==> config.mk <==
export PLATFORM = sky130hd
export DESIGN_NAME = regfile_mp_flat
export DESIGN_NICKNAME = d
export VERILOG_FILES = /design/src/rtl/regfile_pkg.sv /design/src/rtl/regfile_if.sv /design/src/rtl/regfile_clear_fsm.sv /design/src/rtl/regfile_mp.sv /design/src/flat_wrapper.sv
export SDC_FILE = /design/constraint.sdc
export NUM_CORES = 2
export LEC_CHECK = 0
export CORE_MARGIN = 4
export CORE_UTILIZATION = 40
export DETAILED_ROUTE_END_ITERATION = 16
export PLACE_DENSITY = 0.53
export SETUP_SLACK_MARGIN = 0.4
export SYNTH_ARGS = -nofsm -noshare
export SYNTH_HDL_FRONTEND = slang
export SYNTH_SLANG_ARGS = --single-unit
==> constraint.sdc <==
create_clock -name clk -period 5.2 [get_ports clk]
set_input_delay 1.3 -clock clk [delete_from_list [all_inputs] [get_ports clk]]
set_output_delay 1.3 -clock clk [all_outputs]
set_load 0.02 [all_outputs]
==> src/rtl/regfile_pkg.sv <==
// Shared types and helpers for the multi-port register file.
// Optional feature macro used by regfile_mp: REGFILE_BYPASS_EN.
package regfile_pkg;

    typedef enum logic {
        IDLE  = 1'b0,
        CLEAR = 1'b1
    } clr_state_e;

    localparam int XLEN_D  = 32;
    localparam int NREGS_D = 32;

    function automatic int addr_w(input int n);
        return $clog2(n);
    endfunction

endpackage

==> src/rtl/regfile_if.sv <==
// Bus bundle between decode/writeback and the register file.
// master drives requests; slave (the register file) returns data and status.
interface regfile_if
    import regfile_pkg::*;
#(
    parameter int XLEN  = XLEN_D,
    parameter int NREGS = NREGS_D,
    parameter int NRD   = 2
);
    localparam int AW = addr_w(NREGS);

    logic [NRD-1:0]           rd_en;
    logic [NRD-1:0][AW-1:0]   rd_addr;
    logic [NRD-1:0][XLEN-1:0] rd_data;
    logic [NRD-1:0]           rd_busy;
    logic [NRD-1:0]           rd_valid;

    logic                     wr_valid;
    logic                     wr_ready;
    logic [AW-1:0]            wr_addr;
    logic [XLEN-1:0]          wr_data;

    logic                     sb_set;
    logic [AW-1:0]            sb_addr;
    logic [NREGS-1:0]         busy;

    logic                     clr_req;
    logic                     clr_busy;
    logic                     clr_done;

    modport master (
        output rd_en, rd_addr, wr_valid, wr_addr, wr_data, sb_set, sb_addr, clr_req,
        input  rd_data, rd_busy, rd_valid, wr_ready, busy, clr_busy, clr_done
    );

    modport slave (
        input  rd_en, rd_addr, wr_valid, wr_addr, wr_data, sb_set, sb_addr, clr_req,
        output rd_data, rd_busy, rd_valid, wr_ready, busy, clr_busy, clr_done
    );

endinterface

==> src/rtl/regfile_clear_fsm.sv <==
// Clear sequencer: sweeps every register index once, one per cycle, and
// blocks the write port while the sweep runs.
module regfile_clear_fsm
    import regfile_pkg::*;
#(
    parameter int NREGS = NREGS_D,
    parameter int AW    = addr_w(NREGS)
) (
    input  logic          clk,
    input  logic          rst,
    input  logic          clr_req,
    output logic          clr_busy,
    output logic          clr_done,
    output logic          wr_ready,
    output logic          clr_we,
    output logic [AW-1:0] clr_idx
);

    localparam logic [AW-1:0] LAST_IDX = AW'(NREGS - 1);

    clr_state_e    state_q, state_d;
    logic [AW-1:0] idx_q, idx_d;

    // State and sweep index; reset abandons a sweep without signalling completion.
    always_ff @(posedge clk or negedge rst) begin
        if (!rst) begin
            state_q <= IDLE;
            idx_q   <= '0;
        end else begin
            state_q <= state_d;
            idx_q   <= idx_d;
        end
    end

    // Next state and outputs: IDLE waits for clr_req, CLEAR walks idx to the last register.
    always_comb begin
        state_d  = state_q;
        idx_d    = idx_q;
        clr_busy = 1'b0;
        clr_done = 1'b0;
        wr_ready = 1'b1;
        clr_we   = 1'b0;
        clr_idx  = idx_q;
        case (state_q)
            IDLE: begin
                if (clr_req) begin
                    state_d = CLEAR;
                    idx_d   = '0;
                end
            end
            CLEAR: begin
                clr_busy = 1'b1;
                wr_ready = 1'b0;
                clr_we   = 1'b1;
                idx_d    = idx_q + AW'(1);
                if (idx_q == LAST_IDX) begin
                    clr_done = 1'b1;
                    state_d  = IDLE;
                end
            end
            default: state_d = IDLE;
        endcase
    end

endmodule

==> src/rtl/regfile_mp.sv <==
// Multi-port register file with registered reads, one handshaked write port,
// per-register busy scoreboard and a hardware clear sweep.
// REGFILE_BYPASS_EN: when defined, a read of the register being written in the
// same cycle returns the new data with busy=0; otherwise it returns the old contents.
module regfile_mp
    import regfile_pkg::*;
#(
    parameter int XLEN     = XLEN_D,
    parameter int NREGS    = NREGS_D,
    parameter int NRD      = 2,
    parameter int ZERO_REG = 1
) (
    input logic      clk,
    input logic      rst,
    regfile_if.slave bus
);

    localparam int AW = addr_w(NREGS);
    localparam bit ZR = (ZERO_REG != 0);

    logic [XLEN-1:0]          regs_q [NREGS];
    logic [XLEN-1:0]          regs_d [NREGS];
    logic [NREGS-1:0]         busy_q, busy_d;
    logic [NRD-1:0][XLEN-1:0] rd_data_q, rd_data_d;
    logic [NRD-1:0]           rd_busy_q, rd_busy_d;
    logic [NRD-1:0]           rd_valid_q, rd_valid_d;

    logic          clr_busy, clr_done, wr_ready, clr_we;
    logic [AW-1:0] clr_idx;
    logic          wr_fire, wr_ok, sb_ok;

    regfile_clear_fsm #(
        .NREGS (NREGS),
        .AW    (AW)
    ) u_clear_fsm (
        .clk      (clk),
        .rst      (rst),
        .clr_req  (bus.clr_req),
        .clr_busy (clr_busy),
        .clr_done (clr_done),
        .wr_ready (wr_ready),
        .clr_we   (clr_we),
        .clr_idx  (clr_idx)
    );

    // Register 0 is excluded from writes and busy marking when hardwired to zero.
    assign wr_fire = bus.wr_valid && wr_ready;
    assign wr_ok   = wr_fire && !(ZR && (bus.wr_addr == '0));
    assign sb_ok   = bus.sb_set && !clr_busy && !(ZR && (bus.sb_addr == '0));

    // Array and scoreboard update: write clears busy, a same-edge set overrides it.
    always_comb begin
        regs_d = regs_q;
        busy_d = busy_q;
        if (wr_ok) begin
            regs_d[bus.wr_addr] = bus.wr_data;
            busy_d[bus.wr_addr] = 1'b0;
        end
        if (sb_ok) begin
            busy_d[bus.sb_addr] = 1'b1;
        end
        if (clr_we) begin
            regs_d[clr_idx] = '0;
            busy_d[clr_idx] = 1'b0;
        end
        if (ZR) begin
            regs_d[0] = '0;
            busy_d[0] = 1'b0;
        end
    end

    // Read ports: capture addressed data/busy on rd_en, otherwise hold the last result.
    always_comb begin
        rd_data_d  = rd_data_q;
        rd_busy_d  = rd_busy_q;
        rd_valid_d = bus.rd_en;
        for (int i = 0; i < NRD; i++) begin
            if (bus.rd_en[i]) begin
                rd_data_d[i] = regs_q[bus.rd_addr[i]];
                rd_busy_d[i] = busy_q[bus.rd_addr[i]];
`ifdef REGFILE_BYPASS_EN
                if (wr_ok && (bus.wr_addr == bus.rd_addr[i])) begin
                    rd_data_d[i] = bus.wr_data;
                    rd_busy_d[i] = 1'b0;
                end
`endif
            end
        end
    end

    // State registers for array, scoreboard and read ports.
    always_ff @(posedge clk or negedge rst) begin
        if (!rst) begin
            for (int r = 0; r < NREGS; r++) begin
                regs_q[r] <= '0;
            end
            busy_q     <= '0;
            rd_data_q  <= '0;
            rd_busy_q  <= '0;
            rd_valid_q <= '0;
        end else begin
            regs_q     <= regs_d;
            busy_q     <= busy_d;
            rd_data_q  <= rd_data_d;
            rd_busy_q  <= rd_busy_d;
            rd_valid_q <= rd_valid_d;
        end
    end

    assign bus.rd_data  = rd_data_q;
    assign bus.rd_busy  = rd_busy_q;
    assign bus.rd_valid = rd_valid_q;
    assign bus.wr_ready = wr_ready;
    assign bus.busy     = busy_q;
    assign bus.clr_busy = clr_busy;
    assign bus.clr_done = clr_done;

endmodule

==> src/flat_wrapper.sv <==
// flat-port wrapper written by rule: the top's interface ports become plain ports
module regfile_mp_flat import regfile_pkg::*;
#(
    parameter int XLEN     = XLEN_D,
    parameter int NREGS    = NREGS_D,
    parameter int NRD      = 2,
    parameter int ZERO_REG = 1
)
  (clk, rst, bus_rd_en, bus_rd_addr, bus_wr_valid, bus_wr_addr, bus_wr_data, bus_sb_set, bus_sb_addr, bus_clr_req, bus_rd_data, bus_rd_busy, bus_rd_valid, bus_wr_ready, bus_busy, bus_clr_busy, bus_clr_done);
  regfile_if #(.XLEN(XLEN), .NREGS(NREGS), .NRD(NRD)) bus_i ();
  input logic clk;
  input logic rst;
  input wire logic [$bits(bus_i.rd_en)-1:0] bus_rd_en;
  input wire logic [$bits(bus_i.rd_addr)-1:0] bus_rd_addr;
  input wire logic [$bits(bus_i.wr_valid)-1:0] bus_wr_valid;
  input wire logic [$bits(bus_i.wr_addr)-1:0] bus_wr_addr;
  input wire logic [$bits(bus_i.wr_data)-1:0] bus_wr_data;
  input wire logic [$bits(bus_i.sb_set)-1:0] bus_sb_set;
  input wire logic [$bits(bus_i.sb_addr)-1:0] bus_sb_addr;
  input wire logic [$bits(bus_i.clr_req)-1:0] bus_clr_req;
  output wire logic [$bits(bus_i.rd_data)-1:0] bus_rd_data;
  output wire logic [$bits(bus_i.rd_busy)-1:0] bus_rd_busy;
  output wire logic [$bits(bus_i.rd_valid)-1:0] bus_rd_valid;
  output wire logic [$bits(bus_i.wr_ready)-1:0] bus_wr_ready;
  output wire logic [$bits(bus_i.busy)-1:0] bus_busy;
  output wire logic [$bits(bus_i.clr_busy)-1:0] bus_clr_busy;
  output wire logic [$bits(bus_i.clr_done)-1:0] bus_clr_done;
  assign bus_i.rd_en = bus_rd_en;
  assign bus_i.rd_addr = bus_rd_addr;
  assign bus_i.wr_valid = bus_wr_valid;
  assign bus_i.wr_addr = bus_wr_addr;
  assign bus_i.wr_data = bus_wr_data;
  assign bus_i.sb_set = bus_sb_set;
  assign bus_i.sb_addr = bus_sb_addr;
  assign bus_i.clr_req = bus_clr_req;
  assign bus_rd_data = bus_i.rd_data;
  assign bus_rd_busy = bus_i.rd_busy;
  assign bus_rd_valid = bus_i.rd_valid;
  assign bus_wr_ready = bus_i.wr_ready;
  assign bus_busy = bus_i.busy;
  assign bus_clr_busy = bus_i.clr_busy;
  assign bus_clr_done = bus_i.clr_done;
  regfile_mp #(.XLEN(XLEN), .NREGS(NREGS), .NRD(NRD), .ZERO_REG(ZERO_REG)) u_core (.clk(clk), .rst(rst), .bus(bus_i));
endmodule
* Word level (Yosys, flattened, before mapping)
Index checks and enable logic that the tools add are counted.
** Storage, ports and cells
- Register bits :: 1097
** Operators by class
- Add/sub/neg operators :: 1
- Order comparisons :: 14
- Eq/ne operators :: 2
- Multiplexer cells :: 35
- Bitwise logic cells :: 12
- Reduce and logical (&&, ||, !) cells :: 14
** Operator list (count)
- 992-bit 2-to-1 mux :: 2
- 1024-bit bitwise mux :: 1
- 992-bit AND :: 1
- 992-bit NOT :: 1
- 32-bit binary-select mux with 5-bit select :: 2
- 32-bit demux with 5-bit select :: 2
- 32-bit 2-to-1 mux :: 9
- 32-bit AND :: 2
- 32-bit NOT :: 2
- 32-bit OR :: 1
- 5-bit by 6-bit less-than comparator with 1-bit output (second input constant) :: 5
- 6-bit greater-or-equal comparator (second input constant) :: 4
- 5-bit NOT with 6-bit output :: 4
- 1-bit demux with 5-bit select :: 3
- 5-bit by 1-bit greater-or-equal comparator with 1-bit output (second input constant) :: 3
- 6-bit by 1-bit less-than comparator with 1-bit output (second input constant) :: 2
- 1-bit 2-to-1 mux :: 11
- 1-bit binary-select mux with 5-bit select :: 2
- 5-bit zero test :: 2
- 5-bit one-hot mux with 2 select lines :: 1
- 1-bit logical AND :: 9
- 5-bit by 1-bit adder with 5-bit output (second input constant) :: 1
- 5-bit == test (second input constant) :: 1
- 5-bit 2-to-1 mux :: 1
- other kinds (4) :: 6

* Longest topological paths before layout
- Word-level depth :: 11
- Gate-level depth with buffers :: 10

* Modules after synthesis
Synthesis repeated with hierarchy kept, for this count alone.
** Unflattened totals
- Cells, all modules :: 6080
- Area, all modules :: 59293.1 µm²
** By module, submodules not included
- regfile_mp :: instances 1, cells an instance 6052, area an instance 58994.1 µm²
- regfile_clear_fsm :: instances 1, cells an instance 28, area an instance 299.0 µm²

* Least setup slack after synthesis
OpenSTA, ideal clock, no wires.
- Kind :: input-to-reg
- From :: input bus_rd_addr[5]
- To :: register u_core.rd_data_q (netlist bit u_core.bus.rd_data[41])
- Setup time :: 0.124 ns
- Data arrival time :: 2.759 ns
- Data required time :: 5.076 ns
- Path slack :: 2.317 ns
- Cell stages on the path :: 8
- Path through :: buf_2 > buf_6 > buf_2 > mux4_2 > a22oi_1 > nand2_1 > a21oi_1 > o21ai_1
** On the way
- Word-level cells in the longest chain between the ends :: 4
** Ends and longest elaborated chain
- start, declared :: line flat_wrapper.sv:14 : input wire logic [$bits(bus_i.rd_addr)-1:0] bus_rd_addr;
- 5-bit NOT with 6-bit output (implied by the code) :: line regfile_mp.sv:79 : rd_data_d[i] = regs_q[bus.rd_addr[i]];
- 32-bit binary-select mux with 5-bit select :: line regfile_mp.sv:79
- 32-bit 2-to-1 mux (implied by the code) (2 in series) :: line regfile_mp.sv:79
- end signal, assigned :: line regfile_mp.sv:104 : rd_data_q <= rd_data_d;
- end, declared :: line regfile_mp.sv:24 : logic [NRD-1:0][XLEN-1:0] rd_data_q, rd_data_d;
Every way passes these cells. The select of a mux whose other input is x is not followed.
A chain may end at the register's enable or synchronous reset.

* Worst setup path after layout
- From :: register u_core.u_clear_fsm.state_q
- To :: output bus_wr_ready
** On the way
- Word-level cells in the longest chain between the ends :: 1
** Ends and longest elaborated chain
- start, declared :: line regfile_clear_fsm.sv:21 : clr_state_e state_q, state_d;
- start signal, assigned :: line regfile_clear_fsm.sv:30 : state_q <= state_d;
- 1-bit 2-to-1 mux :: line regfile_clear_fsm.sv:44 : case (state_q)
- end, declared :: line flat_wrapper.sv:24 : output wire logic [$bits(bus_i.wr_ready)-1:0] bus_wr_ready;
Every way passes these cells.

==> impl_metrics.xml <==
<?xml version="1.0" encoding="UTF-8"?>
<metrics>
  <group name="timing">
    <metric name="finalSetupViolations" unit="">0</metric>
    <metric name="total_neg_setup_slack" unit="ps">0</metric>
    <metric name="fin_skew" unit="ps">21.14</metric>
    <metric name="drv_slew" unit="">0</metric>
    <metric name="layout_worst_path_cycle_share" unit="%">85.62</metric>
    <metric name="setup_ws" unit="ps">747.7</metric>
    <metric name="max_clock_freq" unit="GHz">0.2246</metric>
    <metric name="finalCriticalPeriod" unit="ps">4452</metric>
    <metric name="worst-slew-pin-transition" unit="ps">1348</metric>
    <metric name="slew_headroom" unit="%">9.954</metric>
    <metric name="timing_hold_violations_final" unit="">0</metric>
    <metric name="grt_setup_unrepaired" unit="">no</metric>
  </group>
  <group name="clock_tree">
    <metric name="htree_num_levels" unit="">4</metric>
    <metric name="clkTransAtPathRegs" unit="ps">60</metric>
    <metric name="clock_path_buffers" unit="">3</metric>
    <metric name="holdBufCountCts" unit="">0</metric>
    <metric name="cts_repair_resize_count" unit="">0</metric>
    <metric name="numCtsBuffers" unit="">134</metric>
    <metric name="cts_setup_buffers" unit="">0</metric>
    <metric name="clock-sinks" unit="">1097</metric>
    <metric name="clock_latency_on_the_worst_skew_pair" unit="ps">780</metric>
    <metric name="clk_root_buffer_cell" unit="">sky130_fd_sc_hd__clkbuf_16</metric>
    <metric name="cts_tree" unit="">built</metric>
  </group>
  <group name="worst_setup_path">
    <metric name="critical_path_required" unit="ps">3900</metric>
    <metric name="worst_setup_path_start_kind" unit="">flop</metric>
    <metric name="critical_path_class" unit="">reg2out</metric>
    <metric name="timing.critical_path.arrival" unit="ps">3150</metric>
    <metric name="end_kind" unit="">primary output</metric>
    <metric name="path_max_fanout" unit="">16</metric>
  </group>
  <group name="synth">
    <metric name="syn_area" unit="mm2">0.05982</metric>
    <metric name="post_synth_most_frequent_cells" unit="">sky130_fd_sc_hd__nand2_1 (2110), sky130_fd_sc_hd__dfrtp_1 (1097), sky130_fd_sc_hd__a21oi_1 (1079)</metric>
    <metric name="yosys.area.top_type" unit="">sky130_fd_sc_hd__dfrtp_1</metric>
    <metric name="synth_edf_count" unit="">0</metric>
    <metric name="post-synth-top-count-cell" unit="">sky130_fd_sc_hd__nand2_1</metric>
    <metric name="synth_area_leaders" unit="">sky130_fd_sc_hd__dfrtp_1 (46%), sky130_fd_sc_hd__mux4_2 (15%), sky130_fd_sc_hd__nand2_1 (13%)</metric>
    <metric name="netlist.area_leader.share" unit="%">45.89</metric>
    <metric name="synth-async-reset-ratio" unit="%">100.0</metric>
    <metric name="ff_latch_count_synth" unit="">1097</metric>
    <metric name="syn_avg_cell_area" unit="um2">9.510</metric>
    <metric name="postSynthCellCount" unit="">6290</metric>
    <metric name="synthFlopType" unit="">sky130_fd_sc_hd__dfrtp_1</metric>
    <metric name="warning_count_from_the_yosys_run" unit="">0</metric>
    <metric name="yosysSeqAreaShare" unit="%">45.89</metric>
    <metric name="synthesis.nets" unit="">6354</metric>
    <metric name="number_of_unique_standard_cell_types_used_by_synthesis" unit="">54</metric>
  </group>
  <group name="finish">
    <metric name="post_route_cells_drive_above_1_share" unit="%">16.80</metric>
    <metric name="multi_input_comb_area" unit="mm2">0.03020</metric>
    <metric name="num-nets-final" unit="">6309</metric>
    <metric name="fillerInstances" unit="">13760</metric>
    <metric name="synthToLayoutAreaGrowth" unit="%">14.76</metric>
    <metric name="area_taken_by_flip_flops_and_latches" unit="mm2">0.02745</metric>
  </group>
  <group name="floorplanning">
    <metric name="die_area" unit="mm2">0.1558</metric>
    <metric name="io_pins" unit="">162</metric>
    <metric name="core.rowCount" unit="">141</metric>
    <metric name="placeableCoreArea" unit="mm2">0.1482</metric>
    <metric name="dieWidth" unit="um">394.7</metric>
    <metric name="dieHeight" unit="um">394.7</metric>
    <metric name="start_util" unit="%">40.37</metric>
  </group>
  <group name="placement">
    <metric name="post-dp-hpwl" unit="um">163200</metric>
    <metric name="io_buffers" unit="">160</metric>
    <metric name="gp_routability_congestion" unit="">0.8911</metric>
    <metric name="pre_cts_ws" unit="ps">648.8</metric>
  </group>
  <group name="drt">
    <metric name="detailroute.via_count" unit="">52650</metric>
    <metric name="detailedRoute.firstPassIterationCount" unit="">6</metric>
    <metric name="post-route-drc-count" unit="">0</metric>
    <metric name="post_drt_via_cell_ratio" unit="">6.361</metric>
    <metric name="drt_first_iter_violations" unit="">6608</metric>
    <metric name="drtAntennaViolNets" unit="">0</metric>
    <metric name="finalWirelength" unit="um">262200</metric>
    <metric name="route.detailed.wl_per_inst" unit="um">31.68</metric>
  </group>
  <group name="power_and_ir_drop">
    <metric name="post_layout_total_power" unit="mW">23.76</metric>
    <metric name="power_frac_comb" unit="%">18.0</metric>
    <metric name="power.density_cell_area" unit="mW/mm2">346.1</metric>
    <metric name="sequentialPowerShare" unit="%">41.3</metric>
    <metric name="p_clk_share" unit="%">40.8</metric>
    <metric name="internal-power" unit="mW">16.46</metric>
    <metric name="netSwitchingPower" unit="mW">7.301</metric>
    <metric name="net_switching_share_of_the_total_power" unit="%">30.73</metric>
    <metric name="static-leakage-power" unit="nW">28.36</metric>
    <metric name="ir_worst_vdd" unit="uV">367.9</metric>
  </group>
  <group name="global_route">
    <metric name="groute.usage.overall" unit="%">32.81</metric>
    <metric name="globalRouteOverflowTotal" unit="">0</metric>
    <metric name="first_global_vias" unit="">51170</metric>
    <metric name="grt_max_degree" unit="">99</metric>
    <metric name="grt_first_pass_wirelength" unit="um">374800</metric>
    <metric name="antenna_found_initial" unit="">9</metric>
  </group>
  <group name="worst_hold_path">
    <metric name="hold_path_class" unit="">reg2reg</metric>
  </group>
  <group name="outcome">
    <metric name="status" unit="">finished, final reports clean</metric>
  </group>
  <group name="flow_run">
    <metric name="drv_cap" unit="">0</metric>
  </group>
</metrics>
## critical path, cell delays in order, from the launching register on
cell                              delay (ps)
sky130_fd_sc_hd__dfrtp_1                 710
sky130_fd_sc_hd__inv_1                   890
sky130_fd_sc_hd__clkdlybuf4s50_1         770
## sequential cells by signal, indices dropped and copies added, names as in the netlist
signal	count
u_core.bus.busy	31
u_core.bus.rd_busy	2
u_core.u_clear_fsm.state_q	1
u_core.u_clear_fsm.clr_idx	5
u_core.bus.rd_data	64
u_core.bus.rd_valid	2
u_core.regs_q	992
## kinds of logic (layout without fill, tap and decap cells)
group	Yosys count	count (layout)	synth area share, %
muxes	622	622	18.72
xor gates and xnor gates	2	2	0.02929
other	1	7	0.006269
AOI/OAI and AO/OA	1491	1491	14.48
adders and majority gates	5	5	0.1046
DFF	1097	1097	45.89
buffers and inverters	626	677	4.656
and+or+nand+nor	2446	2446	16.11
## metal layers
layer	vias to the layer above	global-route usage, %	share of wire, %
met5	-	0	0.025
met4	10	13.90	4.7
met3	688	9.503	11
met2	3203	49.49	44
met1	26840	44.32	40
li1	21910	-	-
## power groups by stage
stage	registers (mW)	logic, mW	clock network, mW
5_1_grt	9.87	4.47	10.1
3_3_place_gp	9.90	4.14	0
4_1_cts	9.78	4.19	9.75
6_report	9.81	4.27	9.69
3_5_place_dp	9.93	4.18	0
2_1_floorplan	9.80	2.26	0
## placed cells by master, fill, tap and decap left out, types with 34 or more instances in the layout
cell type	netlist	final
sky130_fd_sc_hd__nand2_1	2110	2091
sky130_fd_sc_hd__dfrtp_1	1097	1097
sky130_fd_sc_hd__a21oi_1	1079	1079
sky130_fd_sc_hd__mux4_2	392	392
sky130_fd_sc_hd__buf_4	25	241
sky130_fd_sc_hd__mux2i_1	174	174
sky130_fd_sc_hd__clkdlybuf4s50_1	0	151
sky130_fd_sc_hd__clkbuf_16	0	139
sky130_fd_sc_hd__a22oi_1	100	100
sky130_fd_sc_hd__nor2_1	135	77
sky130_fd_sc_hd__nor2b_1	68	60
sky130_fd_sc_hd__a221oi_1	59	59
sky130_fd_sc_hd__nor2_4	0	56
sky130_fd_sc_hd__mux2_2	56	56
sky130_fd_sc_hd__o21ai_1	53	53
sky130_fd_sc_hd__o22ai_1	42	42
sky130_fd_sc_hd__clkbuf_8	0	41
sky130_fd_sc_hd__o211ai_1	36	36
sky130_fd_sc_hd__nor3_1	38	34
## path summary, 6_finish.rpt
check                                     endpoint                       start  slack, ps  depth (start not counted)
worst max-delay path                  bus_wr_ready  u_core.u_clear_fsm.state_q        750                          2
worst min-delay path            u_core.regs_q[421]          u_core.regs_q[421]        540                          2
worst max register to register  u_core.regs_q[733]  u_core.u_clear_fsm.state_q       1260                          6
worst min register to register  u_core.regs_q[421]          u_core.regs_q[421]        540                          2
max in group asynchronous       u_core.regs_q[990]                         rst       3420                          2
min in group asynchronous        u_core.regs_q[11]                         rst        600                          1
## metrics by stage
| stage | instance area, um2 | utilization, % | cells | hold WS [ps] |
|---|---|---|---|---|
| 2_1_floorplan | 59820 | - | 6290 | 508.3 |
| 3_3_place_gp | 64180 | 43.31 | 8039 | 518.7 |
| 3_5_place_dp | 64180 | 43.31 | 8039 | 528.5 |
| 4_1_cts | 68630 | 46.31 | 8271 | 534.9 |
| 5_1_grt | 68630 | 46.31 | 8271 | 545.3 |
| 6_report | 68650 | 46.32 | 8277 | 535.4 |
## layout make-up
type	count	share of cell area [%]
tap	1930	3.518
multi-input combinational	4567	44.00
clock buffer	209	6.048
timing repair buffer	432	5.911
clock inverter	23	0.4429
sequential	1097	39.99
inverter	13	0.07108
antenna	6	0.02187
Power figures use the tool's default switching activity.
